--- config.mk ---
export PLATFORM = sky130hd
export DESIGN_NAME = aes_block_dma_flat
export DESIGN_NICKNAME = d
export VERILOG_FILES = /design/src/rtl/aes_dma_pkg.sv /design/src/rtl/aes_block_dma_if.sv /design/src/rtl/aes_dma_txn_ctr.sv /design/src/rtl/aes_block_dma.sv /design/src/flat_wrapper.sv
export SDC_FILE = /design/constraint.sdc
export NUM_CORES = 1
export LEC_CHECK = 0
export ABC_AREA = 1
export BUFFER_PORTS_ARGS = -buffer_cell sky130_fd_sc_hd__buf_2
export CORE_MARGIN = 1.5
export CORE_UTILIZATION = 35
export DETAILED_ROUTE_END_ITERATION = 8
export PLACE_DENSITY = 0.6
export REMOVE_ABC_BUFFERS = 1
export SLEW_MARGIN = 20
export SYNTH_ARGS = -nofsm -noshare
export SYNTH_HDL_FRONTEND = slang
export SYNTH_HIERARCHICAL = 1
export SYNTH_SLANG_ARGS = --single-unit
--- constraint.sdc ---
create_clock -name clk_i -period 2.4 [get_ports clk_i]
set_input_delay 0.24 -clock clk_i [delete_from_list [all_inputs] [get_ports clk_i]]
set_output_delay 0.24 -clock clk_i [all_outputs]
set_load 0.02 [all_outputs]
--- src/rtl/aes_dma_pkg.sv ---
// aes_dma_pkg: shared types, sizes and address helper for the AES block DMA.
package aes_dma_pkg;
  localparam int NUM_WORDS = 4;
  localparam int WORD_BYTES = 4;
  typedef enum logic [2:0] {ST_IDLE, ST_RD, ST_BLK, ST_RES, ST_WR, ST_DONE} dma_state_e;
  function automatic logic [31:0] word_addr(input logic [31:0] base, input logic [2:0] idx);
    return {base[31:2], 2'b00} + 32'(idx) * 32'(WORD_BYTES);
  endfunction
endpackage

--- src/rtl/aes_block_dma_if.sv ---
// aes_block_dma_if: req/gnt/rvalid data-memory bus between initiator (master) and responder (slave).
interface aes_block_dma_if;
  logic        req;
  logic        gnt;
  logic        rvalid;
  logic [31:0] addr;
  logic        we;
  logic [3:0]  be;
  logic [31:0] wdata;
  logic [31:0] rdata;
  logic        err;
  modport master (output req, addr, we, be, wdata, input gnt, rvalid, rdata, err);
  modport slave  (input req, addr, we, be, wdata, output gnt, rvalid, rdata, err);
endinterface

--- src/rtl/aes_dma_txn_ctr.sv ---
// aes_dma_txn_ctr: per-phase issued/retired transaction counters with issue throttling.
module aes_dma_txn_ctr
  import aes_dma_pkg::*;
#(
  parameter int MAX_OUTSTANDING = 2
) (
  input  logic       clk_i,
  input  logic       rst_ni,
  input  logic       clr_i,
  input  logic       issue_i,
  input  logic       retire_i,
  output logic [2:0] issued_o,
  output logic [2:0] retired_o,
  output logic [2:0] outstanding_o,
  output logic       can_issue_o,
  output logic       phase_done_o
);
  logic [2:0] issued_q, issued_d, retired_q, retired_d;
  always_comb begin
    issued_d  = clr_i ? 3'd0 : issued_q + 3'(issue_i);
    retired_d = clr_i ? 3'd0 : retired_q + 3'(retire_i);
  end
  always_ff @(posedge clk_i or negedge rst_ni) begin
    if (!rst_ni) begin
      issued_q  <= 3'd0;
      retired_q <= 3'd0;
    end else begin
      issued_q  <= issued_d;
      retired_q <= retired_d;
    end
  end
  always_comb begin
    issued_o      = issued_q;
    retired_o     = retired_q;
    outstanding_o = issued_q - retired_q;
    can_issue_o   = (issued_q < 3'(NUM_WORDS)) && (outstanding_o < 3'(MAX_OUTSTANDING));
    phase_done_o  = retired_q == 3'(NUM_WORDS);
  end
endmodule

--- src/rtl/aes_block_dma.sv ---
// aes_block_dma: loads a 4-word AES block, hands it to the core, stores the result back.
// Optional AES_BLOCK_DMA_ERR_EN: bus error responses set err_o and abort the job after draining.
module aes_block_dma
  import aes_dma_pkg::*;
#(
  parameter int MAX_OUTSTANDING = 2
) (
  input  logic                   clk_i,
  input  logic                   rst_ni,
  input  logic                   start_i,
  input  logic [31:0]            src_addr_i,
  input  logic [31:0]            dst_addr_i,
  output logic                   busy_o,
  output logic                   done_o,
  output logic                   err_o,
  output logic [127:0]           block_o,
  output logic                   block_valid_o,
  input  logic                   block_ready_i,
  input  logic [127:0]           result_i,
  input  logic                   result_valid_i,
  output logic                   result_ready_o,
  aes_block_dma_if.master        bus
);
  dma_state_e   state_q, state_d;
  logic [31:0]  src_q, dst_q;
  logic [127:0] block_q, result_q;
  logic         err_q;
  logic [2:0]   issued, retired, outstanding;
  logic         can_issue, phase_done, xfer, accept, clr, drained;
  assign xfer    = (state_q == ST_RD) || (state_q == ST_WR);
  assign accept  = (state_q == ST_IDLE) && start_i;
  assign clr     = accept || ((state_q == ST_RES) && result_valid_i);
  // After an error the phase ends as soon as nothing is in flight, not after all four words.
  assign drained = err_q ? (outstanding == 3'd0) : phase_done;
  aes_dma_txn_ctr #(.MAX_OUTSTANDING(MAX_OUTSTANDING)) u_ctr (
    .clk_i        (clk_i),
    .rst_ni       (rst_ni),
    .clr_i        (clr),
    .issue_i      (bus.req && bus.gnt),
    .retire_i     (xfer && bus.rvalid),
    .issued_o     (issued),
    .retired_o    (retired),
    .outstanding_o(outstanding),
    .can_issue_o  (can_issue),
    .phase_done_o (phase_done)
  );
  always_ff @(posedge clk_i or negedge rst_ni) begin
    if (!rst_ni) state_q <= ST_IDLE;
    else         state_q <= state_d;
  end
  always_comb begin
    state_d = state_q;
    case (state_q)
      ST_IDLE: state_d = start_i ? ST_RD : ST_IDLE;
      ST_RD:   state_d = drained ? (err_q ? ST_DONE : ST_BLK) : ST_RD;
      ST_BLK:  state_d = block_ready_i ? ST_RES : ST_BLK;
      ST_RES:  state_d = result_valid_i ? ST_WR : ST_RES;
      ST_WR:   state_d = drained ? ST_DONE : ST_WR;
      default: state_d = ST_IDLE;
    endcase
  end
  always_comb begin
    busy_o         = state_q != ST_IDLE;
    done_o         = state_q == ST_DONE;
    block_valid_o  = state_q == ST_BLK;
    result_ready_o = state_q == ST_RES;
    err_o          = err_q;
    block_o        = block_q;
    bus.req        = xfer && can_issue && !err_q;
    bus.we         = state_q == ST_WR;
    bus.be         = 4'hF;
    bus.addr       = word_addr(bus.we ? dst_q : src_q, issued);
    bus.wdata      = result_q[32*(NUM_WORDS-1-int'(issued[1:0])) +: 32];
  end
  always_ff @(posedge clk_i or negedge rst_ni) begin
    if (!rst_ni) begin
      src_q    <= '0;
      dst_q    <= '0;
      block_q  <= '0;
      result_q <= '0;
    end else begin
      if (accept) begin
        src_q <= src_addr_i;
        dst_q <= dst_addr_i;
      end
      if ((state_q == ST_RD) && bus.rvalid)
        block_q[32*(NUM_WORDS-1-int'(retired[1:0])) +: 32] <= bus.rdata;
      if ((state_q == ST_RES) && result_valid_i) result_q <= result_i;
    end
  end
`ifdef AES_BLOCK_DMA_ERR_EN
  always_ff @(posedge clk_i or negedge rst_ni) begin
    if (!rst_ni)     err_q <= 1'b0;
    else if (accept) err_q <= 1'b0;
    else if (xfer && bus.rvalid && bus.err) err_q <= 1'b1;
  end
`else
  assign err_q = 1'b0;
`endif
endmodule
--- src/flat_wrapper.sv ---
// flat-port wrapper written by rule: the top's interface ports become plain ports
module aes_block_dma_flat import aes_dma_pkg::*;
#(
  parameter int MAX_OUTSTANDING = 2
)
  (clk_i, rst_ni, start_i, src_addr_i, dst_addr_i, busy_o, done_o, err_o, block_o, block_valid_o, block_ready_i, result_i, result_valid_i, result_ready_o, bus_req, bus_addr, bus_we, bus_be, bus_wdata, bus_gnt, bus_rvalid, bus_rdata, bus_err);
  aes_block_dma_if bus_i ();
  input  logic clk_i;
  input  logic rst_ni;
  input  logic start_i;
  input  logic [31:0] src_addr_i;
  input  logic [31:0] dst_addr_i;
  output logic busy_o;
  output logic done_o;
  output logic err_o;
  output logic [127:0] block_o;
  output logic block_valid_o;
  input  logic block_ready_i;
  input  logic [127:0] result_i;
  input  logic result_valid_i;
  output logic result_ready_o;
  output wire logic [$bits(bus_i.req)-1:0] bus_req;
  output wire logic [$bits(bus_i.addr)-1:0] bus_addr;
  output wire logic [$bits(bus_i.we)-1:0] bus_we;
  output wire logic [$bits(bus_i.be)-1:0] bus_be;
  output wire logic [$bits(bus_i.wdata)-1:0] bus_wdata;
  input wire logic [$bits(bus_i.gnt)-1:0] bus_gnt;
  input wire logic [$bits(bus_i.rvalid)-1:0] bus_rvalid;
  input wire logic [$bits(bus_i.rdata)-1:0] bus_rdata;
  input wire logic [$bits(bus_i.err)-1:0] bus_err;
  assign bus_req = bus_i.req;
  assign bus_addr = bus_i.addr;
  assign bus_we = bus_i.we;
  assign bus_be = bus_i.be;
  assign bus_wdata = bus_i.wdata;
  assign bus_i.gnt = bus_gnt;
  assign bus_i.rvalid = bus_rvalid;
  assign bus_i.rdata = bus_rdata;
  assign bus_i.err = bus_err;
  aes_block_dma #(.MAX_OUTSTANDING(MAX_OUTSTANDING)) u_core (.clk_i(clk_i), .rst_ni(rst_ni), .start_i(start_i), .src_addr_i(src_addr_i), .dst_addr_i(dst_addr_i), .busy_o(busy_o), .done_o(done_o), .err_o(err_o), .block_o(block_o), .block_valid_o(block_valid_o), .block_ready_i(block_ready_i), .result_i(result_i), .result_valid_i(result_valid_i), .result_ready_o(result_ready_o), .bus(bus_i));
endmodule
* Word level (Yosys, flattened, before mapping) *
Cells that the tools add are included.

storage, ports and cells
  output and inout port bits = 203
  input port bits = 232
  logic and storage cells = 46
  flip-flop bits (word level) = 329

cells by class
  reductions and logical operators = 11
  equal/unequal tests = 6
  mux-type cells = 10
  add/sub/neg operators = 7
  $lt $le $gt $ge = 2
  shift-type cells = 3

operators with widths
  operator                                                                      number
  128-bit bitwise mux                                                           1
  32-bit by 33-bit variable shift with 128-bit output, first input constant     1
  128-bit by 32-bit variable part select with 32-bit output                     1
  32-bit by 33-bit variable part select with 128-bit output                     1
  32-bit negation with 33-bit output                                            1
  32-bit by 5-bit adder with 32-bit output                                      1
  32-bit two-way mux                                                            1
  3-bit one-hot mux with 5 select lines                                         1
  3-bit == test, second input constant                                          3
  3-bit two-way mux                                                             3
  1-bit logical AND                                                             7
  3-bit by 1-bit adder with 3-bit output                                        2
  3-bit by 2-bit == test with 1-bit output, second input constant               2
  2-bit by 2-bit subtractor with 3-bit output, first input constant             2
  3-bit by 1-bit == test with 1-bit output, second input constant               1
  3-bit zero test                                                               1
  3-bit by 2-bit less-than comparator with 1-bit output, second input constant  1
  3-bit less-than comparator, second input constant                             1
  1-bit two-way mux                                                             3
  3-bit nonzero test                                                            1
  3-bit subtractor                                                              1
  1-bit logical OR                                                              2
  2-bit two-way mux                                                             1

* Logic depth before layout (Yosys ltp) *
Gate-level depths: netlist of run 1.

  word-level depth = 7
  depth in mapped cells = 18
  gate-level depth less buffers = 16

* Modules after synthesis *
The synthesis of run 1 kept the hierarchy.

by module, submodules not included
  module           seq. area each (µm²)  cells an instance  area an instance (µm²)  times used
  aes_block_dma    7,982.7               1,542              15,117.0                1
  aes_dma_txn_ctr  150.1                 43                 361.6                   1

* Worst setup path before layout of run 1 *
Ideal clock, no wire load.

  path type = reg-to-output
  from = register u_core.state_q[1]
  to = output bus_addr[18]
  path buffers = 2
  data arrival time = 2,618 ps
  required time = 2,160 ps
  path slack = -458 ps
  stages on the path, launching flop included = 17
  path through = dfrtp_1 > nor2_4 > nand2_4 > buf_6 > buf_6 > inv_1 > nand2_1 > nand2_1 > ha_1 > fa_1 > nand2_1 > nand2_1 > nand2_2 > nor2_4 > nand2_2 > nor2_1 > xor2_1

between the ends
  cells in the longest elaborated chain, start to end = 3

RTL lines
  item                                      RTL line             text
  start: declaration                        aes_block_dma.sv:24  dma_state_e state_q, state_d;
  start signal: assignment                  aes_block_dma.sv:49  else state_q <= state_d;
  3-bit == test                             aes_block_dma.sv:70  bus.we = state_q == ST_WR;
  named net bus_we                          flat_wrapper.sv:24   output wire logic [$bits(bus_i.we)-1:0] bus_we;
  32-bit two-way mux                        aes_block_dma.sv:72  bus.addr = word_addr(bus.we ? dst_q : src_q, issued);
  32-bit by 5-bit adder with 32-bit output  aes_dma_pkg.sv:7     return {base[31:2], 2'b00} + 32'(idx) * 32'(WORD_BYTES);
  end: declaration                          flat_wrapper.sv:23   output wire logic [$bits(bus_i.addr)-1:0] bus_addr;

The timed path passes the listed nets, and every way through them passes these cells.

* Worst setup path in the final report of run 1 *
  from = register u_core.state_q[0]
  to = output bus_addr[24]

between the ends
  cells in the longest elaborated chain, start to end = 3

RTL lines
  item                                      RTL line
  3-bit == test                             aes_block_dma.sv:70
  32-bit two-way mux                        aes_block_dma.sv:72
  32-bit by 5-bit adder with 32-bit output  aes_dma_pkg.sv:7

Every way passes these cells.

==> results of run 1 <==
[critical path, stage by stage, from the launching register on]
cell	delay, ns
dfrtp_1	0.40
nor2_4	0.15
nand2_4	0.09
nand2_2	0.07
nand2_1	0.05
ha_2	0.18
fa_2	0.36
nand2_1	0.08
nand2_1	0.06
nand2_2	0.09
nor2_4	0.05
buf_4	0.13
buf_6	0.12
nand3_1	0.11
nand2_1	0.07
nand2_1	0.08
buf_6	0.12
[registers in the layout, summed over array words and instances, names as in the netlist]
name and count:
u_core/block_o 128, u_core/result_q 128, u_core/dst_q 30, u_core/src_q 30, u_core/state_q 3, u_core/u_ctr/issued_o 3, u_core/u_ctr/retired_o 3
[power by group]
part	switching, mW	internal, mW	total [mW]
combinational	8.70	6.03	14.7
sequential	1.09	7.47	8.56
clock	2.36	3.64	6.00
[cell usage in the layout (no fill, tap or decap), types with 4 or more instances in the layout]
cell type and n:
nand3_2 4, dlygate4sd3_1 222, o21ai_0 186, o22ai_2 5
clkbuf_16 43, clkbuf_8 11, diode_2 6, buf_12 17
o22ai_1 27, clkinv_2 5, buf_6 36, o21ai_2 6
nand3_1 105, mux2_2 153, clkbuf_1 5, buf_4 102
nand2_4 12, a21oi_1 7, xor2_1 4, nor2_4 13
nand2_2 45, nand2_1 242, mux2_1 29, xor2_2 4
ha_1 9, nand3b_1 11, nor2_2 16, inv_1 45
nand4_1 56, buf_2 360, inv_2 8, conb_1 7
dfrtp_1 323, nand3_4 4, nor2_1 112
[through the flow]
stage               power [mW]  cell area [sq um]  hold slack [ns]
global route              30.9              23100            0.138
CTS                       27.7              22500            0.109
finish                    29.3              23100            0.147
global placement          19.8              18400            0.255
floorplan                 15.6              14900          -0.0556
detailed placement        20.1              18400            0.255
[layout make-up]
class | instances | area, sq um | area share, %
Clock inverter | 12 | 151 | 0.655
Sequential cell | 325 | 8140 | 35.2
Tap cell | 585 | 732 | 3.17
Timing Repair Buffer | 745 | 5710 | 24.7
Multi-Input combinational cell | 1087 | 6990 | 30.3
Inverter | 57 | 224 | 0.969
Clock buffer | 55 | 1150 | 4.96
Antenna cell | 6 | 15.0 | 0.0650
[timing repair]
| item | 4_1_cts | 5_1_grt |
|---|---|---|
| pin swaps | 30 | 35 |
| hold endpoints to repair | 361 | 0 |
| buffers inserted | 13 | 19 |
| resized for setup | 114 | 107 |
| endpoints found under the setup margin | 61 | 36 |
| hold buffers | 222 | 0 |
| cloned | 1 | 5 |
[path summary, 6_finish.rpt]
check	startpoint	endpoint	slack (ns)	cells after the start
max	u_core/state_q[0]	bus_addr[24]	-0.61	16
min	result_valid_i	u_core/state_q[1]	0.15	3
max reg2reg	u_core/u_ctr/issued_o[1]	u_core/u_ctr/issued_o[2]	0.23	11
min reg2reg	u_core/result_q[95]	u_core/result_q[95]	0.49	1
max in group asynchronous	rst_ni	u_core/block_o[14]	1.27	3
min in group asynchronous	rst_ni	u_core/src_q[8]	0.26	2
[per-layer routing]
metal	track usage (%)	up-vias	share of wire, %
li1	-	6705	-
met5	0	-	0.023
met2	38.4	714	48
met3	5.13	161	7.5
met1	29.0	7199	40
met4	10.3	2	3.9
==> impl_metrics.env, run 1 <==
export IMPL_status="finished, violations left"
export IMPL_violations="setup timing"
export IMPL_fin_crit_sh_pct=126
export IMPL_worstPathMaxFanout=5
export IMPL_maxCapViolCount=0
export IMPL_area_growth_pct=49.5
export IMPL_clk_latency_ns=0.55
export IMPL_cts_root_buf="clkbuf_16"
export IMPL_cp_start_kind="register"
export IMPL_drtPass1Iterations=6
export IMPL_grt_ovfl_total=0
export IMPL_cts_sinks=325
export IMPL_htree_levels=2
export IMPL_place_congestion=0.955
export IMPL_initial_utilization_pct=35.6
export IMPL_setup_violations_final=40
export IMPL_postSynthAreaPerCell_sq_um=9.79
export IMPL_drt_iter0_drc=1072
export IMPL_hold_viol=0
export IMPL_syn_inst=1578
export IMPL_grt_pass1_vias=15000
export IMPL_portBuffers=422
export IMPL_ios=435
export IMPL_dp_hpwl_microns=34000
export IMPL_fin_crit_ns=3.01
export IMPL_rows=76
export IMPL_fin_util_pct=53.3
export IMPL_antenna_found_initial=6
export IMPL_drt_total_wl_microns=55400
export IMPL_netlist_area_sq_um=15500
export IMPL_end_kind="output pin"
export IMPL_nNetsFinal=2501
export IMPL_cts_buffers=38
export IMPL_grt_max_degree=76
export IMPL_wl_per_cell_microns=19.3
export IMPL_clk_pin_slew_ns=0.06
export IMPL_ant_nets=0
export IMPL_viasPerCell=5.15
export IMPL_ir_drop_uv=815
export IMPL_layoutNonFillerInstCount=2872
export IMPL_grt_usage_pct=23.2
export IMPL_fin_tns_setup_ns=-13.18
export IMPL_tightest_slew_ns=0.848
export IMPL_cts_buffer_depth=3
export IMPL_cellLeakagePower_nw=11.8
export IMPL_drc_errors=0
export IMPL_grt_pass1_wl_microns=82100
export IMPL_core_area_sq_um=43400
export IMPL_dp_slack_ns=-0.112
export IMPL_cts_tree="yes"
export IMPL_dieHeight_microns=213
export IMPL_clock_skew_ns=0.0154
export IMPL_die_w_microns=213
export IMPL_cp_data_arrival_time_ns=2.77
export IMPL_power_density_nw_per_um2=1270
export IMPL_setup_slack_ns=-0.614
export IMPL_ys_warn_count=6
export IMPL_slew_headroom_pct=42.9
export IMPL_max_freq_ghz=0.332
export IMPL_rsz0062_at_grt="yes"
export IMPL_finalMaxSlewViolations=0
export IMPL_dp_cells=2542
export IMPL_dieArea_sq_um=45400
export IMPL_n_fill_cell=3755
export IMPL_hold_class="in -> reg"
export IMPL_crit_required_ns=2.16
export IMPL_drive_gt1_share_pct=38.4
export IMPL_vias=14800
export IMPL_critPathKind="reg -> out"
No activity file was read; power rests on OpenSTA's default activity.
==> inputs of run 2 (changes only) <==
--- a/config.mk
+++ b/config.mk
@@ -5,7 +5,6 @@
 export SDC_FILE = /design/constraint.sdc
 export NUM_CORES = 1
 export LEC_CHECK = 0
-export ABC_AREA = 1
 export BUFFER_PORTS_ARGS = -buffer_cell sky130_fd_sc_hd__buf_2
 export CORE_MARGIN = 1.5
 export CORE_UTILIZATION = 35
==> run 2 against run 1 <==
The flow still finishes with violations (setup timing). Worst setup slack got worse by 0.50 ns. Critical path depth shrank 3. Fmax down 14%. Non-clock buffer count decreased by 8. Sequential share of layout area grew 1.9 points. Sequential power grew 6.3%. Highest routed layer unchanged.
==> impl_metrics.env, run 2 <==
export IMPL_status="finished, violations left"
export IMPL_violations="setup timing"
export IMPL_layoutNonFillerInstCount=2525
export IMPL_fin_crit_ns=3.51
export IMPL_fin_area_sq_um=21900
export IMPL_dp_cells=2226
export IMPL_drc_errors=0
export IMPL_ir_drop_uv=683
export IMPL_cts_buffers=38
export IMPL_viasPerCell=4.88
export IMPL_die_w_microns=208
export IMPL_drt_total_wl_microns=47600
export IMPL_cp_data_arrival_time_ns=3.27
export IMPL_ios=435
export IMPL_cts_buffer_depth=3
export IMPL_mostFrequentLayoutCell="buf_2"
export IMPL_cts_root_buf="clkbuf_16"
export IMPL_hold_class="in -> reg"
export IMPL_hold_viol=0
export IMPL_rows=74
export IMPL_ys_warn_count=6
export IMPL_place_congestion=0.831
export IMPL_htree_levels=2
export IMPL_cts_tree="yes"
export IMPL_whs_ns=0.0800
export IMPL_total_power_mw=26.1
export IMPL_antenna_found_initial=2
export IMPL_min_path_cells=4
export IMPL_core_area_sq_um=41100
export IMPL_endpoint="bus_addr[26]"
export IMPL_r2r_slack_ns=-0.03
export IMPL_netlist_area_sq_um=14700
export IMPL_r2r_cells=11
export IMPL_dp_hpwl_microns=30500
export IMPL_power_density_nw_per_um2=1190
export IMPL_fin_util_pct=53.3
export IMPL_clk_latency_ns=0.53
export IMPL_vias=12300
export IMPL_grt_pass1_wl_microns=74100
export IMPL_postSynthAreaPerCell_sq_um=11.5
export IMPL_critPathKind="reg -> out"
export IMPL_grt_pass1_vias=13100
export IMPL_clk_pin_slew_ns=0.06
export IMPL_ant_nets=0
export IMPL_drt_iter0_drc=688
export IMPL_grt_max_degree=65
export IMPL_n_fill_cell=3512
export IMPL_fin_crit_sh_pct=146
export IMPL_end_kind="output pin"
export IMPL_dieArea_sq_um=43100
export IMPL_r2r_start="u_core/u_ctr/issued_o[0]"
export IMPL_area_growth_pct=49.4
export IMPL_rr_endpoint="u_core/u_ctr/issued_o[1]"
export IMPL_crit_required_ns=2.16
export IMPL_dpl_instance_area_sq_um=17900
export IMPL_maxCapViolCount=0
export IMPL_initial_utilization_pct=35.7
export IMPL_clock_skew_ns=0.0128
export IMPL_portBuffers=422
export IMPL_tightest_slew_ns=0.725
export IMPL_rsz0062_at_grt="yes"
export IMPL_setup_worst_path_start="u_core/state_q[1]"
export IMPL_nNetsFinal=2218
export IMPL_setup_violations_final=32
export IMPL_max_freq_ghz=0.285
export IMPL_n_antenna_cell=0
export IMPL_wl_per_cell_microns=18.9
export IMPL_syn_inst=1271
export IMPL_cellLeakagePower_nw=10.4
export IMPL_drive_gt1_share_pct=43.0
export IMPL_drtPass1Iterations=5
export IMPL_cts_sinks=325
export IMPL_slew_headroom_pct=50.3
export IMPL_dieHeight_microns=208
export IMPL_worstPathMaxFanout=6
export IMPL_layout_common_cells="buf_2 (394), dfrtp_1 (323), nand2_1 (286), dlygate4sd3_1 (221), mux2_2 (187)"
export IMPL_cp_start_kind="register"
export IMPL_grt_ovfl_total=0
export IMPL_finalMaxSlewViolations=0
export IMPL_grt_usage_pct=21.7
export IMPL_setup_slack_ns=-1.11
run 2: layer usage:
layer	GRT usage (%)	share of wire [%]
met3	5.16	6.5
met2	35.7	49
met4	8.58	3.3
met1	27.7	41
met5	0	0.057
run 2: how the worst min path moves through the flow:
stage / startpoint / to / slack [ns]
5_1_grt: block_ready_i / u_core/state_q[0] / 0.07
6_report: result_valid_i / u_core/state_q[1] / 0.08
2_1_floorplan: rst_ni / u_core/block_o[0] / -0.06
3_5_place_dp: rst_ni / u_core/result_q[105] / 0.18
3_3_place_gp: rst_ni / u_core/result_q[91] / 0.18
4_1_cts: result_valid_i / u_core/state_q[1] / 0.04
run 2: final cells by class:
type	count	area, sq um	share of cell area (%)
tap	532	666	3.04
sequential	325	8140	37.1
inverter	10	40.0	0.183
multi-input combinational	859	6550	29.9
timing repair buffer	737	5380	24.5
clock buffer	52	1060	4.86
clock inverter	10	81.3	0.371
run 2: critical path, cell delays in order, from the launching register on:
cell     delay, ns
dfrtp_1       0.38
or3b_4        0.46
nand2_2       0.08
nand2_2       0.07
ha_4          0.16
fa_2          0.38
a21oi_4       0.23
nor4_2        0.07
o21ai_1       0.20
buf_4         0.20
nor3_2        0.07
xnor2_1       0.15
mux2i_1       0.13
buf_4         0.16
run 2: timing repair:
action	in CTS	in global routing
buffers inserted	8	7
hold buffers	221	0
hold endpoints to repair	367	0
pin swaps	20	13
endpoints found under the setup margin	65	33
resized for setup	90	28
gates cloned	0	2
run 2: metrics by stage:
stage	setup WS, ns	TNS [ns]
floorplan	-1.71	-240.38
global placement	-0.601	-12.21
detailed placement	-0.640	-13.15
finish	-1.11	-26.83
CTS	-1.06	-26.54
global route	-1.24	-31.24
run 2: where the power goes:
| group | switching, mW | internal [mW] | total [mW] |
|---|---|---|---|
| Sequential | 1.44 | 7.66 | 9.10 |
| Clock | 2.23 | 3.19 | 5.42 |
| Combinational | 6.23 | 5.39 | 11.6 |
| Total | 9.90 | 16.2 | 26.1 |
